## config.mk

```make
export PLATFORM = sky130hd
export DESIGN_NAME = vend_multi_ctrl
export DESIGN_NICKNAME = d
export VERILOG_FILES = /design/src/rtl/vend_pkg.sv /design/src/rtl/change_dispenser.sv /design/src/rtl/vend_multi_ctrl.sv
export SDC_FILE = /design/constraint.sdc
export NUM_CORES = 1
export LEC_CHECK = 0
export BUFFER_PORTS_ARGS = -buffer_cell sky130_fd_sc_hd__buf_2
export CAP_MARGIN = 20
export CORE_UTILIZATION = 40
export CTS_BUF_LIST = sky130_fd_sc_hd__clkbuf_8 sky130_fd_sc_hd__clkbuf_16
export DETAILED_ROUTE_END_ITERATION = 7
export GPL_TIMING_DRIVEN = 1
export PLACE_DENSITY = 0.57
export SYNTH_ARGS = -nofsm -noshare
export SYNTH_HDL_FRONTEND = slang
export SYNTH_HIERARCHICAL = 1
export SYNTH_SLANG_ARGS = --single-unit
```

## constraint.sdc

```tcl
create_clock -name clk -period 4.7 [get_ports clk]
set_clock_uncertainty 0.2 [all_clocks]
set_input_delay 0.47 -clock clk [delete_from_list [all_inputs] [get_ports clk]]
set_output_delay 0.47 -clock clk [all_outputs]
set_load 0.02 [all_outputs]
```

## src/rtl/vend_pkg.sv

```systemverilog
// vend_pkg: shared types and helpers for the multi-product vending controller.
// Holds the controller state encoding, the legal coin values and the greedy
// change-coin selection used by both the controller and the change dispenser.
package vend_pkg;

  typedef enum logic [1:0] {
    CREDIT,
    VEND,
    CHANGE
  } state_t;

  localparam logic [4:0] COIN_5  = 5'd5;
  localparam logic [4:0] COIN_10 = 5'd10;
  localparam logic [4:0] COIN_20 = 5'd20;

  function automatic logic is_legal_coin(input logic [4:0] c);
    return (c == COIN_5) || (c == COIN_10) || (c == COIN_20);
  endfunction

  // Largest coin not exceeding the amount; amounts are always multiples of 5.
  function automatic logic [4:0] greedy_coin(input logic [15:0] amount);
    if (amount >= 16'(COIN_20))
      return COIN_20;
    else if (amount >= 16'(COIN_10))
      return COIN_10;
    else
      return COIN_5;
  endfunction

endpackage

```

## src/rtl/change_dispenser.sv

```systemverilog
// change_dispenser: loads an amount and pays it out as a greedy coin stream
// (20/10/5) over a change_valid/change_ready handshake. done pulses on the
// handshake that pays the last coin.
module change_dispenser
  import vend_pkg::*;
#(
  parameter int W = 7
) (
  input  logic         clk,
  input  logic         reset,
  input  logic         load,
  input  logic [W-1:0] load_amt,
  input  logic         change_ready,
  output logic         change_valid,
  output logic [4:0]   change_coin,
  output logic         done
);

  logic [W-1:0] amt;
  logic [W-1:0] amt_rem;

  assign amt_rem = amt - W'(change_coin);
  assign done    = change_valid && change_ready && (amt_rem == '0);

  // Remaining amount and the coin on offer; the coin is held until accepted.
  always_ff @(posedge clk) begin
    if (reset) begin
      amt          <= '0;
      change_valid <= 1'b0;
      change_coin  <= '0;
    end else if (load) begin
      amt          <= load_amt;
      change_valid <= (load_amt != '0);
      change_coin  <= greedy_coin(16'(load_amt));
    end else if (change_valid && change_ready) begin
      amt          <= amt_rem;
      change_valid <= (amt_rem != '0);
      if (amt_rem != '0)
        change_coin <= greedy_coin(16'(amt_rem));
    end
  end

endmodule

```

## src/rtl/vend_multi_ctrl.sv

```systemverilog
// vend_multi_ctrl: N_PROD-product vending controller with bounded credit,
// prioritised refund/selection/coin inputs, a vend handshake and greedy change.
// Optional per-product stock counting is enabled by defining VEND_STOCK_COUNT_EN.
module vend_multi_ctrl
  import vend_pkg::*;
#(
  parameter int N_PROD = 4,
  parameter int CREDIT_W = 7,
  parameter logic [N_PROD*CREDIT_W-1:0] PRICES = {7'd90, 7'd35, 7'd70, 7'd55},
  parameter int MAX_CREDIT = 100,
`ifdef VEND_STOCK_COUNT_EN
  parameter int STOCK_W = 4,
  parameter int STOCK_INIT = 10,
`endif
  localparam int SEL_W = $clog2(N_PROD)
) (
  input  logic                clk,
  input  logic                reset,
  input  logic                coin_valid,
  input  logic [4:0]          coin,
  input  logic                sel_valid,
  input  logic [SEL_W-1:0]    sel,
  input  logic                refund,
  output logic                coin_accept,
  output logic                incorrect_coin,
  output logic                beeping,
  output logic                vend_valid,
  output logic [SEL_W-1:0]    vend_id,
  input  logic                vend_ready,
  output logic                change_valid,
  output logic [4:0]          change_coin,
  input  logic                change_ready,
  output logic [CREDIT_W-1:0] total,
  output logic                busy
`ifdef VEND_STOCK_COUNT_EN
  ,
  input  logic                restock,
  output logic [N_PROD-1:0]   sold_out
`endif
);

  state_t              state, state_n;
  logic [CREDIT_W-1:0] credit, credit_n;
  logic [SEL_W-1:0]    vend_id_n;
  logic                vend_valid_n, coin_accept_n, incorrect_n, beep_n;
  logic                disp_load, disp_done, vend_hs;
  logic [CREDIT_W-1:0] disp_amt;
  logic [CREDIT_W-1:0] sel_price, vend_price, vend_change;
  logic [CREDIT_W:0]   coin_sum;
  logic                sel_in_range, sel_sold_out, sel_refused;

  function automatic logic [CREDIT_W-1:0] price_of(input logic [SEL_W-1:0] idx);
    price_of = '0;
    for (int i = 0; i < N_PROD; i++)
      if (idx == SEL_W'(i))
        price_of = PRICES[i*CREDIT_W +: CREDIT_W];
  endfunction

  assign sel_price    = price_of(sel);
  assign vend_price   = price_of(vend_id);
  assign vend_change  = credit - vend_price;
  assign sel_in_range = ({1'b0, sel} < (SEL_W+1)'(N_PROD));
  assign coin_sum     = {1'b0, credit} + (CREDIT_W+1)'(coin);
  assign sel_refused  = !sel_in_range || (sel_price > credit) || sel_sold_out;
  assign vend_hs      = (state == VEND) && vend_valid && vend_ready;
  assign total        = credit;
  assign busy         = (state != CREDIT);

`ifdef VEND_STOCK_COUNT_EN
  logic [STOCK_W-1:0] stock [N_PROD];

  // Per-product stock: reload on reset/restock, otherwise count down on vend.
  always_ff @(posedge clk) begin
    if (reset || restock) begin
      for (int i = 0; i < N_PROD; i++)
        stock[i] <= STOCK_W'(STOCK_INIT);
    end else if (vend_hs) begin
      for (int i = 0; i < N_PROD; i++)
        if (vend_id == SEL_W'(i) && stock[i] != '0)
          stock[i] <= stock[i] - STOCK_W'(1);
    end
  end

  // Sold-out flags and the sold-out status of the current selection.
  always_comb begin
    sold_out     = '0;
    sel_sold_out = 1'b0;
    for (int i = 0; i < N_PROD; i++) begin
      sold_out[i] = (stock[i] == '0);
      if (sel == SEL_W'(i) && stock[i] == '0)
        sel_sold_out = 1'b1;
    end
  end
`else
  assign sel_sold_out = 1'b0;
`endif

  // State and registered outputs.
  always_ff @(posedge clk) begin
    if (reset) begin
      state          <= CREDIT;
      credit         <= '0;
      vend_id        <= '0;
      vend_valid     <= 1'b0;
      coin_accept    <= 1'b0;
      incorrect_coin <= 1'b0;
      beeping        <= 1'b0;
    end else begin
      state          <= state_n;
      credit         <= credit_n;
      vend_id        <= vend_id_n;
      vend_valid     <= vend_valid_n;
      coin_accept    <= coin_accept_n;
      incorrect_coin <= incorrect_n;
      beeping        <= beep_n;
    end
  end

  // Next state and next outputs; refund beats selection beats coin in CREDIT.
  always_comb begin
    state_n       = state;
    credit_n      = credit;
    vend_id_n     = vend_id;
    vend_valid_n  = vend_valid;
    coin_accept_n = 1'b0;
    incorrect_n   = 1'b0;
    beep_n        = 1'b0;
    disp_load     = 1'b0;
    disp_amt      = '0;
    case (state)
      CREDIT: begin
        if (refund && credit != '0) begin
          disp_load   = 1'b1;
          disp_amt    = credit;
          credit_n    = '0;
          state_n     = CHANGE;
          incorrect_n = coin_valid;
        end else if (sel_valid) begin
          incorrect_n = coin_valid;
          if (sel_refused) begin
            beep_n = 1'b1;
          end else begin
            vend_id_n    = sel;
            vend_valid_n = 1'b1;
            state_n      = VEND;
          end
        end else if (coin_valid) begin
          if (is_legal_coin(coin) && coin_sum <= (CREDIT_W+1)'(MAX_CREDIT)) begin
            credit_n      = coin_sum[CREDIT_W-1:0];
            coin_accept_n = 1'b1;
          end else begin
            incorrect_n = 1'b1;
          end
        end
      end
      VEND: begin
        incorrect_n = coin_valid;
        if (vend_hs) begin
          vend_valid_n = 1'b0;
          credit_n     = '0;
          if (vend_change != '0) begin
            disp_load = 1'b1;
            disp_amt  = vend_change;
            state_n   = CHANGE;
          end else begin
            state_n = CREDIT;
          end
        end
      end
      CHANGE: begin
        incorrect_n = coin_valid;
        if (disp_done)
          state_n = CREDIT;
      end
      default: state_n = CREDIT;
    endcase
  end

  change_dispenser #(
    .W(CREDIT_W)
  ) u_change (
    .clk          (clk),
    .reset        (reset),
    .load         (disp_load),
    .load_amt     (disp_amt),
    .change_ready (change_ready),
    .change_valid (change_valid),
    .change_coin  (change_coin),
    .done         (disp_done)
  );

endmodule

```

==> metrics.yaml <==
final_layout:
  area_growth_pct: 10.5
  nets: 439
  layout-drive-gt1-share_pct: 18.4
  num_antenna_cells: 0
cts:
  post-cts-setup-buffer-count: 0
  clock-sinks: 27
  clock_latency_ns: 0.28
  clk_pin_slew_ns: 0.10
  ctsHoldBuffers: 0
  clock-root-buffer: "clkbuf_8"
  cts_max_level: 1
  numCtsBuffers: 3
  cts_resized: 0
  ctsLongestPathBuffers: 2
  tritoncts: "built"
yosys:
  synth_warnings: 6
  syn_inst: 353
  ys_types: 78
  yosys_most_used_dff: "dfxtp_1"
  async_reset_ff_share_pct: 0
  synth.area.top_cells: "dfxtp_1 (19%), ha_1 (16%), nor2_1 (4.7%)"
  netlist_area_mm2: 0.00289
  synth_seq_cells: 27
  synth_nets: 406
  yosys.area.top_type: "dfxtp_1"
  synth-seq-area-share_pct: 18.7
  synth_area_per_cell_um2: 8.19
  yosysTopAreaCellShare_pct: 18.7
  synth_edf_count: 0
  netlist_top_cells_count: "ha_1 (36), nor2_1 (36), inv_1 (34), nand2_1 (28), dfxtp_1 (27)"
timing:
  fin_crit_ns: 3.89
  slew_viol_final: 0
  maxSlewHeadroom_pct: 57.7
  rsz0062_at_grt: "no"
  tns_ns: 0
  worst_pin_slew_ns: 0.627
  final_hold_viol_count: 0
  max_freq_mhz: 257
  period_share_pct: 82.8
  finalSetupViolations: 0
floorplan:
  core_area_mm2: 0.00691
  die_w_um: 87.0
  die_y_um: 87.0
  dieArea_mm2: 0.00758
  initial_utilization_pct: 41.9
  rows: 30
  io_pins: 34
drt:
  post_drt_wl_per_cell_um: 14.8
  drt-pass1-iter-count: 4
  vias: 2652
  ant_nets: 0
  avgViaCountPerCell: 5.51
  totalWireLength_um: 7110
  route.detailed.drc: 0
  drtIter0Drc: 106
place:
  dpl.hpwl_um: 5710
  gp_congestion: 0.847
  io_buffers: 33
setup_path:
  timing.rr.start: "vend_id[0]"
  startpoint: "vend_id[0]"
  r2r_slack_ns: 0.81
  slowest_delay_ns: 0.51
  cp-start-kind: "flip-flop"
  cp.arrival_ns: 3.89
  end_kind: "flip-flop"
  cp_max_fo: 14
  r2r-end: "u_change/change_coin[2]"
  cp_slowest_cell: "dfxtp_1"
  required_ns: 4.70
  cp_cell_sequence: "inv_1 -> ha_1 -> nor2_1 -> o21ai_0 -> ha_1 -> o21a_1 -> o21a_1 -> o311ai_1 -> nor4_1 -> o21ai_1 -> buf_4 -> nand2_1 -> nor2_1 -> nand2_1 -> and3_4 -> a211oi_2"
  setup.worst_path.class: "reg -> reg"
  endpoint: "u_change/change_coin[2]"
  reg2reg_depth: 16
grt:
  grt_pass1_vias: 2582
  grt_overflow: 0
  grt_max_degree: 24
  track_usage_pct: 19.3
  antenna_found_initial: 0
  grt_first_pass_wirelength_um: 11700
pwr:
  power_density_mw_per_mm2: 435
  p_leak_nw: 1.40
  ir_worst_vdd_mv: 0.196
  finalPower_mw: 1.39
job:
  maxCapViolations: 0
hold_path:
  hold_path.class: "in -> reg"
status:
  status: "complete, no violations"
-- flip-flops by register name, indices dropped and copies added, names as in the netlist --
signal                 flops
total                      7
coin_accept                1
u_change/change_valid      1
incorrect_coin             1
u_change/amt               7
vend_id                    2
beeping                    1
u_change/change_coin       4
state                      2
vend_valid                 1
-- per-stage QoR --
stage / cell area (um^2) / utilization (%) / setup WS (ns) / hold slack, ns / std cells
global route: 3200 / 46.3 / 0.521 / 0.246 / 481
global placement: 3150 / 45.6 / 1.02 / 0.315 / 477
detailed placement: 3150 / 45.6 / 0.856 / 0.339 / 477
finish: 3200 / 46.3 / 0.810 / 0.246 / 481
CTS: 3200 / 46.3 / 0.819 / 0.241 / 481
floorplan: 2890 / - / 1.13 / 0.317 / 353
-- worst max-delay path, delay by kind of cell (launching register included) --
| family | cells | cell delay [ns] |
|---|---|---|
| adders and majority gates | 2 | 0.57 |
| buffers and inverters | 2 | 0.43 |
| and+or+nand+nor | 6 | 0.62 |
| AOI/OAI and AO/OA | 6 | 1.48 |
| DFF | 1 | 0.51 |
-- cells in the final DEF, fill, tap and decap left out, types with 2 or more instances in the layout --
cell / instances
nor2_1: 36
ha_1: 36
inv_1: 35
buf_2: 33
nand2_1: 28
dfxtp_1: 27
a21oi_1: 22
o21ai_0: 14
nand2b_1: 9
mux2i_1: 9
xnor2_1: 8
a211oi_1: 8
nor3_1: 7
nor2b_1: 6
nor4_1: 6
a21o_1: 6
nand3_1: 4
o22ai_1: 4
xor2_1: 4
o21a_1: 3
o211a_1: 3
and4_1: 3
a211oi_2: 3
fa_1: 3
clkbuf_8: 3
o2111ai_1: 2
o21ai_1: 2
nor3_2: 2
nand2b_2: 2
nor2_2: 2
a2111oi_4: 2
o21ai_2: 2
a2111oi_2: 2
nand4_1: 2
or3_1: 2
and4b_1: 2
a31o_1: 2
a21oi_2: 2
-- cell type report --
cell class                 count  area, um^2
clock buffer                   3        41.3
sequential                    27         541
multi-input combinational    286        2190
timing repair buffer          34         173
clock inverter                 1        3.75
fill                         755        3710
tap                           96         120
inverter                      34         128
-- power by group --
group,internal (mW),switching [mW]
logic,0.376,0.558
registers,0.268,0.0501
clock network,0.0588,0.0787
-- per-layer routing --
layer / routed length (um) / GRT usage [%] / up-vias
met5: 0 / 0 / -
met3: 188 / 2.75 / 8
li1: - / - / 1347
met4: 99 / 5.00 / 0
met1: 3330 / 23.1 / 1249
met2: 3500 / 35.8 / 48
-- worst min path at each step --
stage / cells past startpoint / startpoint / end
finish: 3 / coin_valid / incorrect_coin
detailed placement: 2 / u_change/change_coin[0] / u_change/change_coin[0]
global route: 3 / coin_valid / incorrect_coin
global placement: 2 / u_change/change_coin[0] / u_change/change_coin[0]
CTS: 3 / coin_valid / incorrect_coin
floorplan: 2 / state[1] / state[1]
-- logic make-up (layout without fill, tap and decap cells) --
| family | after synthesis | in the layout | synth area share (%) |
|---|---|---|---|
| AND/OR/NAND/NOR | 127 | 127 | 24.6 |
| AO/OA/AOI/OAI | 98 | 98 | 26.6 |
| buffers and inverters | 40 | 72 | 5.58 |
| adder cells (fa/ha/maj) | 39 | 39 | 17.6 |
| flip-flops | 27 | 27 | 18.7 |
| XOR/XNOR | 12 | 12 | 3.63 |
| multiplexers | 9 | 9 | 3.11 |
| other | 1 | 1 | 0.130 |
Note: power is estimated with default switching activity, not from simulation.
